--- src/rtl/soc_addr_map_pkg.sv ---
// soc_addr_map_pkg: rule record, config field encoding and the default SoC
// address map shared by the address map unit and its priority matcher.
// Rule storage always uses the maximum widths below; narrower instances
// zero-extend addresses and keep only the low IdxWidth bits of the index.
package soc_addr_map_pkg;

  localparam int unsigned MaxAddrWidth    = 64;
  localparam int unsigned MaxIdxWidth     = 32;
  localparam int unsigned NumDefaultRules = 13;

  typedef struct packed {
    logic [MaxIdxWidth-1:0]  idx;
    logic [MaxAddrWidth-1:0] start_addr;
    logic [MaxAddrWidth-1:0] end_addr;    // exclusive
    logic                    enable;
  } rule_t;

  typedef enum logic [1:0] {
    CfgStart = 2'd0,
    CfgEnd   = 2'd1,
    CfgIdx   = 2'd2,
    CfgCtrl  = 2'd3
  } cfg_field_e;

  typedef rule_t [NumDefaultRules-1:0] rule_map_t;

  function automatic rule_t mk_rule(input logic [MaxIdxWidth-1:0]  idx,
                                    input logic [MaxAddrWidth-1:0] base,
                                    input logic [MaxAddrWidth-1:0] size);
    rule_t r;
    r.idx        = idx;
    r.start_addr = base;
    r.end_addr   = base + size;
    r.enable     = 1'b1;
    return r;
  endfunction

  // Rule number equals slave index in the reset map.
  function automatic rule_map_t build_default_map();
    rule_map_t m;
    m[0]  = mk_rule(32'd0,  64'h0000_0000, 64'h0000_1000); // Debug
    m[1]  = mk_rule(32'd1,  64'h0200_0000, 64'h0004_0000); // BootROM
    m[2]  = mk_rule(32'd2,  64'h0204_0000, 64'h0004_0000); // CLINT
    m[3]  = mk_rule(32'd3,  64'h0208_0000, 64'h0004_0000); // IRQ router
    m[4]  = mk_rule(32'd4,  64'h0400_0000, 64'h0800_0000); // PLIC
    m[5]  = mk_rule(32'd5,  64'h1C00_0000, 64'h0010_0000); // L2SPM
    m[6]  = mk_rule(32'd6,  64'h0300_0000, 64'h0000_1000); // SoC regs
    m[7]  = mk_rule(32'd7,  64'h0300_2000, 64'h0000_1000); // UART
    m[8]  = mk_rule(32'd8,  64'h0300_3000, 64'h0000_1000); // I2C
    m[9]  = mk_rule(32'd9,  64'h0300_4000, 64'h0000_1000); // SPI
    m[10] = mk_rule(32'd10, 64'h0300_5000, 64'h0000_1000); // GPIO
    m[11] = mk_rule(32'd11, 64'h0300_1000, 64'h0000_1000); // LLC cfg
    m[12] = mk_rule(32'd12, 64'h8000_0000, 64'h2000_0000); // HYAXI
    return m;
  endfunction

  localparam rule_map_t DefaultMap = build_default_map();

endpackage

--- src/rtl/soc_addr_map_match.sv ---
// soc_addr_map_match: combinational priority decoder. The lowest-numbered
// enabled rule with start <= addr < end wins; start >= end never matches.
module soc_addr_map_match
  import soc_addr_map_pkg::*;
#(
  parameter int unsigned NumRules = 13
) (
  input  rule_t [NumRules-1:0]     rules_i,
  input  logic  [MaxAddrWidth-1:0] addr_i,
  output logic                     hit_o,
  output logic  [MaxIdxWidth-1:0]  idx_o
);

  // Scan upward and keep the first hit so lower rule numbers take priority
  always_comb begin
    hit_o = 1'b0;
    idx_o = '0;
    for (int unsigned i = 0; i < NumRules; i++) begin
      if (!hit_o && rules_i[i].enable &&
          (addr_i >= rules_i[i].start_addr) && (addr_i < rules_i[i].end_addr)) begin
        hit_o = 1'b1;
        idx_o = rules_i[i].idx;
      end
    end
  end

endmodule

--- src/rtl/soc_addr_map_unit.sv ---
// soc_addr_map_unit: registered address-to-slave-index lookup with a
// programmable rule table, a config port and a saturating miss counter.
// Build option: define SOC_ADDR_MAP_RUNTIME_PROG_EN to make the rule table
// writable at run time; otherwise the table is fixed at DefaultRules, all
// writes are refused and lock_o reads as 1.
module soc_addr_map_unit
  import soc_addr_map_pkg::*;
#(
  parameter int unsigned          NumRules     = 13,
  parameter int unsigned          AddrWidth    = 64,
  parameter int unsigned          IdxWidth     = 32,
  parameter logic [IdxWidth-1:0]  DefaultIdx   = '0,
  parameter rule_t [NumRules-1:0] DefaultRules = DefaultMap
) (
  input  logic                        clk_i,
  input  logic                        rst_ni,
  input  logic                        lkp_valid_i,
  output logic                        lkp_ready_o,
  input  logic [AddrWidth-1:0]        lkp_addr_i,
  output logic                        res_valid_o,
  input  logic                        res_ready_i,
  output logic [IdxWidth-1:0]         res_idx_o,
  output logic                        res_decerr_o,
  input  logic                        cfg_req_i,
  input  logic                        cfg_we_i,
  input  logic [$clog2(NumRules)-1:0] cfg_rule_i,
  input  logic [1:0]                  cfg_field_i,
  input  logic [AddrWidth-1:0]        cfg_wdata_i,
  output logic                        cfg_gnt_o,
  output logic                        cfg_rvalid_o,
  output logic [AddrWidth-1:0]        cfg_rdata_o,
  output logic                        cfg_err_o,
  output logic                        lock_o,
  output logic [31:0]                 miss_cnt_o
);

  rule_t [NumRules-1:0]    table_q;
  logic                    lock_q;
  logic                    rule_ok;
  logic                    wr_ok;
  logic [MaxAddrWidth-1:0] lkp_addr_ext;
  logic                    hit;
  logic [MaxIdxWidth-1:0]  hit_idx;
  logic                    lkp_accept;

  logic                    res_valid_q, res_valid_d;
  logic [IdxWidth-1:0]     res_idx_q, res_idx_d;
  logic                    res_decerr_q, res_decerr_d;
  logic [31:0]             miss_cnt_q, miss_cnt_d;

  logic                    cfg_rvalid_q;
  logic                    cfg_err_q, cfg_err_d;
  logic [AddrWidth-1:0]    cfg_rdata_q, cfg_rdata_d;
  logic [AddrWidth-1:0]    rd_data;

  assign rule_ok = (32'(cfg_rule_i) < NumRules);

`ifdef SOC_ADDR_MAP_RUNTIME_PROG_EN
  rule_t [NumRules-1:0] table_d;
  logic                 lock_d;

  // Once locked, every write is refused until the next reset
  assign wr_ok = cfg_req_i & cfg_we_i & rule_ok & ~lock_q;

  // Apply an accepted config write to the addressed rule field
  always_comb begin
    table_d = table_q;
    lock_d  = lock_q;
    if (wr_ok) begin
      case (cfg_field_e'(cfg_field_i))
        CfgStart: table_d[cfg_rule_i].start_addr = MaxAddrWidth'(cfg_wdata_i);
        CfgEnd:   table_d[cfg_rule_i].end_addr   = MaxAddrWidth'(cfg_wdata_i);
        CfgIdx:   table_d[cfg_rule_i].idx        = MaxIdxWidth'(cfg_wdata_i[IdxWidth-1:0]);
        CfgCtrl: begin
          table_d[cfg_rule_i].enable = cfg_wdata_i[0];
          if (cfg_wdata_i[1]) lock_d = 1'b1;
        end
        default: ;
      endcase
    end
  end

  // Rule table and lock; a write takes effect for lookups from the next cycle
  always_ff @(posedge clk_i or negedge rst_ni) begin
    if (!rst_ni) begin
      table_q <= DefaultRules;
      lock_q  <= 1'b0;
    end else begin
      table_q <= table_d;
      lock_q  <= lock_d;
    end
  end
`else
  logic unused_cfg_wdata;

  assign table_q          = DefaultRules;
  assign lock_q           = 1'b1;
  assign wr_ok            = 1'b0;
  assign unused_cfg_wdata = ^cfg_wdata_i;
`endif

  assign lkp_addr_ext = MaxAddrWidth'(lkp_addr_i);

  soc_addr_map_match #(
    .NumRules (NumRules)
  ) u_match (
    .rules_i (table_q),
    .addr_i  (lkp_addr_ext),
    .hit_o   (hit),
    .idx_o   (hit_idx)
  );

  // The result slot can take a new lookup when empty or being drained
  assign lkp_ready_o = ~res_valid_q | res_ready_i;
  assign lkp_accept  = lkp_valid_i & lkp_ready_o;

  // Next-state for the result slot and the saturating miss counter
  always_comb begin
    res_valid_d  = res_valid_q;
    res_idx_d    = res_idx_q;
    res_decerr_d = res_decerr_q;
    miss_cnt_d   = miss_cnt_q;
    if (lkp_accept) begin
      res_valid_d  = 1'b1;
      res_idx_d    = hit ? hit_idx[IdxWidth-1:0] : DefaultIdx;
      res_decerr_d = ~hit;
      if (!hit && (miss_cnt_q != 32'hFFFF_FFFF)) miss_cnt_d = miss_cnt_q + 32'd1;
    end else if (res_ready_i) begin
      res_valid_d  = 1'b0;
    end
  end

  // Result slot and miss counter registers
  always_ff @(posedge clk_i or negedge rst_ni) begin
    if (!rst_ni) begin
      res_valid_q  <= 1'b0;
      res_idx_q    <= '0;
      res_decerr_q <= 1'b0;
      miss_cnt_q   <= '0;
    end else begin
      res_valid_q  <= res_valid_d;
      res_idx_q    <= res_idx_d;
      res_decerr_q <= res_decerr_d;
      miss_cnt_q   <= miss_cnt_d;
    end
  end

  // Config read mux; the control field reports the global lock in bit 1
  always_comb begin
    rd_data = '0;
    if (rule_ok) begin
      case (cfg_field_e'(cfg_field_i))
        CfgStart: rd_data = table_q[cfg_rule_i].start_addr[AddrWidth-1:0];
        CfgEnd:   rd_data = table_q[cfg_rule_i].end_addr[AddrWidth-1:0];
        CfgIdx:   rd_data = AddrWidth'(table_q[cfg_rule_i].idx[IdxWidth-1:0]);
        CfgCtrl:  rd_data = AddrWidth'({lock_q, table_q[cfg_rule_i].enable});
        default:  rd_data = '0;
      endcase
    end
  end

  // Config response contents: errors for bad rule numbers and refused writes
  always_comb begin
    cfg_err_d   = cfg_req_i & (~rule_ok | (cfg_we_i & ~wr_ok));
    cfg_rdata_d = (cfg_req_i & ~cfg_we_i) ? rd_data : '0;
  end

  // Config response registers, one cycle after the grant
  always_ff @(posedge clk_i or negedge rst_ni) begin
    if (!rst_ni) begin
      cfg_rvalid_q <= 1'b0;
      cfg_err_q    <= 1'b0;
      cfg_rdata_q  <= '0;
    end else begin
      cfg_rvalid_q <= cfg_req_i;
      cfg_err_q    <= cfg_err_d;
      cfg_rdata_q  <= cfg_rdata_d;
    end
  end

  assign res_valid_o  = res_valid_q;
  assign res_idx_o    = res_idx_q;
  assign res_decerr_o = res_decerr_q;
  assign cfg_gnt_o    = cfg_req_i;
  assign cfg_rvalid_o = cfg_rvalid_q;
  assign cfg_rdata_o  = cfg_rdata_q;
  assign cfg_err_o    = cfg_err_q;
  assign lock_o       = lock_q;
  assign miss_cnt_o   = miss_cnt_q;

endmodule

--- config.mk ---
export PLATFORM = sky130hd
export DESIGN_NAME = soc_addr_map_unit
export DESIGN_NICKNAME = d
export VERILOG_FILES = /design/src/rtl/soc_addr_map_pkg.sv /design/src/rtl/soc_addr_map_match.sv /design/src/rtl/soc_addr_map_unit.sv
export SDC_FILE = /design/constraint.sdc
export NUM_CORES = 1
export LEC_CHECK = 0
export BUFFER_PORTS_ARGS = -buffer_cell sky130_fd_sc_hd__buf_4
export CELL_PAD_IN_SITES_DETAIL_PLACEMENT = 1
export CELL_PAD_IN_SITES_GLOBAL_PLACEMENT = 1
export CORE_ASPECT_RATIO = 0.5
export CORE_MARGIN = 4
export CORE_UTILIZATION = 30
export DETAILED_ROUTE_END_ITERATION = 6
export HOLD_SLACK_MARGIN = 0.05
export PLACE_DENSITY_LB_ADDON = 0.2
export SYNTH_ARGS = -nofsm -noshare
export SYNTH_HDL_FRONTEND = slang
export SYNTH_SLANG_ARGS = --single-unit
--- constraint.sdc ---
create_clock -name clk_i -period 3.25 [get_ports clk_i]
set_input_delay 0.1625 -clock clk_i [delete_from_list [all_inputs] [get_ports clk_i]]
set_output_delay 0.1625 -clock clk_i [all_outputs]
set_load 0.01 [all_outputs]
; ---- Word-level counts from Yosys, hierarchy flattened
; Memory sizes are Yosys's and may differ from the RTL's.
; Cells that the tools add are included.
[totals]
regBits = 132
word_cells = 124
latchBits = 0
out_inout_bits = 135
inputBits = 140
memories = 1
ram_bits = 0
mem_bits_ro = 2576
[memory_table]
columns = name, words, word_bits, read_ports, rd_clocked_by_memory_dff, write_ports, line
row1 = (name not given), 16, 161, 1, 0, 0, soc_addr_map_unit.sv:156  ; CfgCtrl: rd_data = AddrWidth'({lock_q, table_q[cfg_rule_i].enable});
[classes]
muxes = 32
n_shift = 0
reduce_logical = 42
add_sub_neg = 1
n_eq_ne = 4
magnitude_cmp = 28
n_mul = 0
bitwise = 9
n_div = 0
[op_table]
columns = op, count
row1 = $ge 64x26->1 const B, 9
row2 = $lt 64x26->1 const B, 9
row3 = $pmux 64 s4, 1
row4 = $mux 161, 1
row5 = $mux 64, 2
row6 = $ge 64x1->1 const B, 1
row7 = $ge 64x27->1 const B, 1
row8 = $ge 64x29->1 const B, 1
row9 = $ge 64x32->1 const B, 1
row10 = $lt 64x13->1 const B, 1
row11 = $lt 64x28->1 const B, 1
row12 = $lt 64x29->1 const B, 1
row13 = $lt 64x32->1 const B, 1
row14 = $add 32x1->32 const B, 1
row15 = $mux 32, 1
row16 = $ne 32x32->1 const B, 1
row17 = $logic_and 1x1->1, 26
row18 = $mux 4, 5
row19 = $mux 1, 16
row20 = $logic_not 1->1, 13
row21 = $mux 3, 4
row22 = $lt 4x5->1 const B, 1
row23 = $eq 2x2->1 const B, 2
row24 = $lt 4x4->1 const B, 1
row25 = 8 further kinds, 15

; ---- Longest topological paths before layout
[depth]
ltp_word = 54
ltp_mapped = 8
depth_no_buf = 8

; ---- By module
; From an unflattened synthesis, not the netlist that was laid out.
[unflattened]
hier_cells = 6745
area_unflattened_um2 = 48854.4
[by_module_without_submodules]
columns = module, instances, seq_area_each_um2, area_per_inst_um2, cells_each
row1 = soc_addr_map_match, 1, 0.0, 44711.6, 6331
row2 = soc_addr_map_unit, 1, 2127.0, 4142.7, 414

; ---- Least setup slack after synthesis
; No wires, ideal clock.
[synth_timing]
kind = input -> register
from = input port lkp_addr_i[22]
to = register miss_cnt_q[1] (netlist: miss_cnt_o[1])
path_buffers = 1
setup_ns = 0.125
path_slack_ns = 1.061
t_required_ns = 3.125
t_arrival_ns = 2.064
cell_stages = 7
path_cell_list = or4_4 > nor4_4 > and3_2 > a31o_4 > or3_1 > buf_6 > mux2_4
[synth_between]
elab_chain_len = 54
word_cells_on_any_way = 79
classes_between = order compare (26) / mux (13) / reduce/logical (40)
[synth_lines]
columns = element, line
row1 = start: declaration, soc_addr_map_unit.sv:19  ; input logic [AddrWidth-1:0] lkp_addr_i,
row2 = $ge 64x1->1 / $lt 64x13->1 (equally long branches), soc_addr_map_match.sv:20  ; (addr_i >= rules_i[i].start_addr) && (addr_i < rules_i[i].end_addr)) begin
row3 = $logic_and 1x1->1, soc_addr_map_match.sv:20
row4 = $mux 1, soc_addr_map_match.sv:19  ; if (!hit_o && rules_i[i].enable &&
row5 = $logic_not 1->1, soc_addr_map_match.sv:19
row6 = $logic_and 1x1->1, soc_addr_map_match.sv:19
row7 = $logic_and 1x1->1, soc_addr_map_match.sv:20
row8 = $mux 1, soc_addr_map_match.sv:19
row9 = $logic_not 1->1, soc_addr_map_match.sv:19
row10 = (+38 left out), n/a
row11 = $mux 1, soc_addr_map_match.sv:19
row12 = $logic_not 1->1, soc_addr_map_match.sv:19
row13 = $logic_and 1x1->1, soc_addr_map_match.sv:19
row14 = $logic_and 1x1->1, soc_addr_map_match.sv:20
row15 = $mux 1 *, soc_addr_map_match.sv:19
row16 = $logic_not 1->1 *, soc_addr_map_unit.sv:127  ; if (!hit && (miss_cnt_q != 32'hFFFF_FFFF)) miss_cnt_d = miss_cnt_q + 32'd1;
row17 = $logic_and 1x1->1 *, soc_addr_map_unit.sv:127
row18 = $reduce_and 2->1 (no source line) *, n/a
row19 = end signal: assignment, soc_addr_map_unit.sv:144  ; miss_cnt_q <= miss_cnt_d;
row20 = end: declaration, soc_addr_map_unit.sv:49  ; logic [31:0] miss_cnt_q, miss_cnt_d;
; Every way passes the cells marked *; elsewhere a longest branch is shown, timed or not.
; A chain may end at the register's enable or synchronous reset.

; ---- Worst setup path after layout
[layout_timing]
from = register miss_cnt_q[3] (netlist: miss_cnt_o[3])
to = register miss_cnt_q[26] (netlist: miss_cnt_o[26])
[layout_between]
elab_chain_len = 3
word_cells_on_any_way = 4
classes_between = add/sub (1) / eq/ne (1) / reduce/logical (2)
[layout_lines]
columns = element
row1 = branches (longest 3 deep; another with $add 32x1->32)
; Several ways; the timed one is not identified.

==> summary.md <==
| Metric | Value |
|---|---|
| Hold Fails Final Rpt | 0 |
| Vias in the first global route | 3,141 |
| Transition time at the pin with the least slew margin | 931 ps |
| Cell count after synthesis | 379 |
| Post-DP HPWL | 7.88 mm |
| Detailed Route WL | 9.94 mm |
| Mapped cell area | 0.00360 mm^2 |
| Final period demand of the worst path | 2530 ps |
| Accumulated negative setup slack | 0 ps |
| Count of TritonRoute iterations in the first routing pass | 4 |
| Maximum clock insertion buffer count | 2 |
| Die extent in y | 85.5 um |
| Layout cells sized above 1 | 30.1% |
| Post-DR vias/cell | 4.48 |
| Maximum clock rate | 395 MHz |
| Synth area leader | sky130_fd_sc_hd__dfrtp_1 |
| Headroom to the max-slew limit | 37.4% |
| Number of synthesized flops with an enable pin | 0 |
| Detail Route Antenna Nets | 0 |
| Total power draw | 2230 uW |
| Final Skew | 5.24 ps |
| Proportion of register bits with asynchronous set or reset after synthesis | 100% |
| Post-synthesis sequential element count | 57 |
| Worst skew pair latency | 310 ps |
| Portion of the post-synthesis area used by sequential elements | 39.6% |
| Run status | finished clean |
| Number of H-tree branching levels | 3 |
| Maximum resistive drop on vdd | 238 uV |
| Synth unique cells | 53 |
| Share of the clock period used by the worst path | 78.0% |
| Final core area utilization | 41.6% |
| Required time of the worst setup path | 3450 ps |
| Data arrival time of the worst path | 2730 ps |
| Leakage Power | 0.00230 uW |
| Post-CTS repair timing setup buffer count | 0 |
| Yosys warns | 0 |
| Critical Path Sink Type | flop |
| Number of setup violations in the final report | 0 |
| Worst-path clk slew | 50 ps |
| Starting Density | 31.7% |
| Overflow left after global routing | 0 |
| Unrepaired setup endpoints after global routing | no |
| Total Die Area | 0.0139 mm^2 |
| Max Transition Viols Final | 0 |
| Starting DRC count in detailed routing | 115 |
| Total Nets Final | 656 |
| Ant diodes | 0 |
| IO Count | 275 |
| Final estimated routing congestion in global placement | 0.712 |
| Fill cells | 1,333 |
| Startpoint class of the critical path | flop |
| Ranking of synthesized cells by area | sky130_fd_sc_hd__dfrtp_1 40%, sky130_fd_sc_hd__buf_4 16%, sky130_fd_sc_hd__xnor2_1 5.8% |
| Number of maximum-capacitance violations | 0 |
| Via count | 3,007 |
| Place WS | 549 ps |
| Synth Area per Inst | 9.51 um^2 |
| Cell row count | 27 |
| Number of non-filler instances in the completed layout | 671 |
| Maximum number of pins on one net before global-route repair | 58 |
| Width of the chip | 163 um |
| Clk Tree Root Cell | sky130_fd_sc_hd__clkbuf_16 |
| Clock sinks | 57 |
| Maximum net fanout on the critical path | 6 |
| Leading cell type in the layout, fill and taps excluded | sky130_fd_sc_hd__buf_4 |
| Worst setup slack after layout | 716 ps |
| Fraction of post-synthesis cell area in the top cell type by area | 39.6% |
| Inst Count DP | 654 |
| Synth-to-Final Area Change | 31.0% |
| Std-Cell Core Area | 0.0114 mm^2 |
| Post-route DRC | 0 |
| Antenna violations before repair | 0 |
| Number of port buffers | 122 |
| Worst setup path category | reg2reg |
| Type of the worst min-delay path | in2reg |
| Prevailing post-synth register cell | sky130_fd_sc_hd__dfrtp_1 |
| Number of gates resized after CTS | 0 |
| Wire length of the first global-routing pass | 15.9 mm |
| TritonCTS clock tree | done |
| GRT Util Overall | 14.0% |
| Highest-count cells in the layout ignoring fill and taps | 123 x sky130_fd_sc_hd__buf_4, 76 x sky130_fd_sc_hd__conb_1, 57 x sky130_fd_sc_hd__dfrtp_1 |
| Power density over the cells | 472 mW/mm^2 |
| Routed length per instance | 14.8 um |
| TritonCTS Buffers | 9 |
-- critical path, stage by stage, from the launching register on --
cell	delay, ps
sky130_fd_sc_hd__dfrtp_1	440
sky130_fd_sc_hd__and4_1	340
sky130_fd_sc_hd__nand4_1	230
sky130_fd_sc_hd__nor4_1	410
sky130_fd_sc_hd__inv_1	150
sky130_fd_sc_hd__a2111oi_4	520
sky130_fd_sc_hd__nand3_1	170
sky130_fd_sc_hd__xnor2_1	150
-- synth_stat cells (2+ instances only) --
master	number
sky130_fd_sc_hd__a22oi_1	2
sky130_fd_sc_hd__and3_1	8
sky130_fd_sc_hd__clkbuf_1	3
sky130_fd_sc_hd__nor4_1	14
sky130_fd_sc_hd__nor2b_1	2
sky130_fd_sc_hd__mux2i_1	3
sky130_fd_sc_hd__o21ai_0	10
sky130_fd_sc_hd__conb_1	2
sky130_fd_sc_hd__nor3_2	2
sky130_fd_sc_hd__nand2_1	24
sky130_fd_sc_hd__nand4_1	11
sky130_fd_sc_hd__xnor2_1	24
sky130_fd_sc_hd__or2_2	3
sky130_fd_sc_hd__nor2_1	24
sky130_fd_sc_hd__nand2b_1	6
sky130_fd_sc_hd__inv_1	9
sky130_fd_sc_hd__nor3b_1	3
sky130_fd_sc_hd__and2_1	5
sky130_fd_sc_hd__xor2_1	10
sky130_fd_sc_hd__a21oi_1	10
sky130_fd_sc_hd__buf_4	77
sky130_fd_sc_hd__or3_1	2
sky130_fd_sc_hd__dfrtp_1	57
sky130_fd_sc_hd__and4_1	4
sky130_fd_sc_hd__ha_1	8
sky130_fd_sc_hd__nor3_1	8
sky130_fd_sc_hd__a2111oi_0	2
sky130_fd_sc_hd__nand3_1	21
-- through the flow --
step | hold slack, ps | area, um^2
finish | 87.0 | 4720
global route | 79.6 | 4720
CTS | 74.7 | 4720
detailed placement | 273 | 4400
global placement | 276 | 4400
floorplan | -133 | 3880
-- repair_timing --
item | 4_1_cts | 5_1_grt
setup endpoints to repair | 0 | 0
hold buffers | 2 | 0
endpoints found under the hold margin | 58 | 0
-- per-layer routing --
metal / vias to the layer above / track usage, % / wire length, um
li1: 1421 / - / -
met1: 1439 / 17.2 / 4250
met2: 139 / 24.4 / 4800
met3: 8 / 3.70 / 794
met4: 0 / 3.96 / 99
met5: - / 0 / 0
-- layout make-up --
type | instances | area [um^2] | area share [%]
clock inverter | 3 | 40.0 | 0.848
sequential | 57 | 1430 | 30.2
clock buffer | 12 | 256 | 5.43
timing repair buffer | 125 | 943 | 20.0
inverter | 9 | 33.8 | 0.716
tap | 159 | 199 | 4.22
multi-input combinational | 306 | 1820 | 38.6
-- cells by family after synthesis --
family	synth area share [%]
AOI/OAI and AO/OA	7.43
xor gates and xnor gates	8.26
adders and majority gates	2.78
buffers and inverters	17.6
DFF	39.6
muxes	1.56
other	0.208
and+or+nand+nor	22.6
-- final timing paths --
| path | from | to | slack [ps] | cells after the start |
|---|---|---|---|---|
| worst max-delay path | miss_cnt_o[3] | miss_cnt_o[26] | 720 | 7 |
| worst min-delay path | lkp_valid_i | res_valid_o | 90 | 2 |
| worst max register to register | miss_cnt_o[3] | miss_cnt_o[26] | 720 | 7 |
| worst min register to register | miss_cnt_o[20] | miss_cnt_o[20] | 490 | 1 |
| max in group asynchronous | rst_ni | miss_cnt_o[12] | 2300 | 2 |
| min in group asynchronous | rst_ni | miss_cnt_o[9] | 470 | 2 |
-- sequential cells by signal (all words and copies together) (netlist names) --
name	cells
cfg_err_o	1
cfg_rvalid_o	1
res_valid_o	1
miss_cnt_o	32
cfg_rdata_o	17
res_decerr_o	1
res_idx_o	4
-- power by group --
group          total (uW)  internal (uW)  switching [uW]  leakage, uW
combinational         461            208             254      0.00140
sequential            853            772            81.0     0.000756
clock                 915            626             289     0.000148
total                2230           1610             624      0.00230
Note: power is estimated with default switching activity, not from simulation.
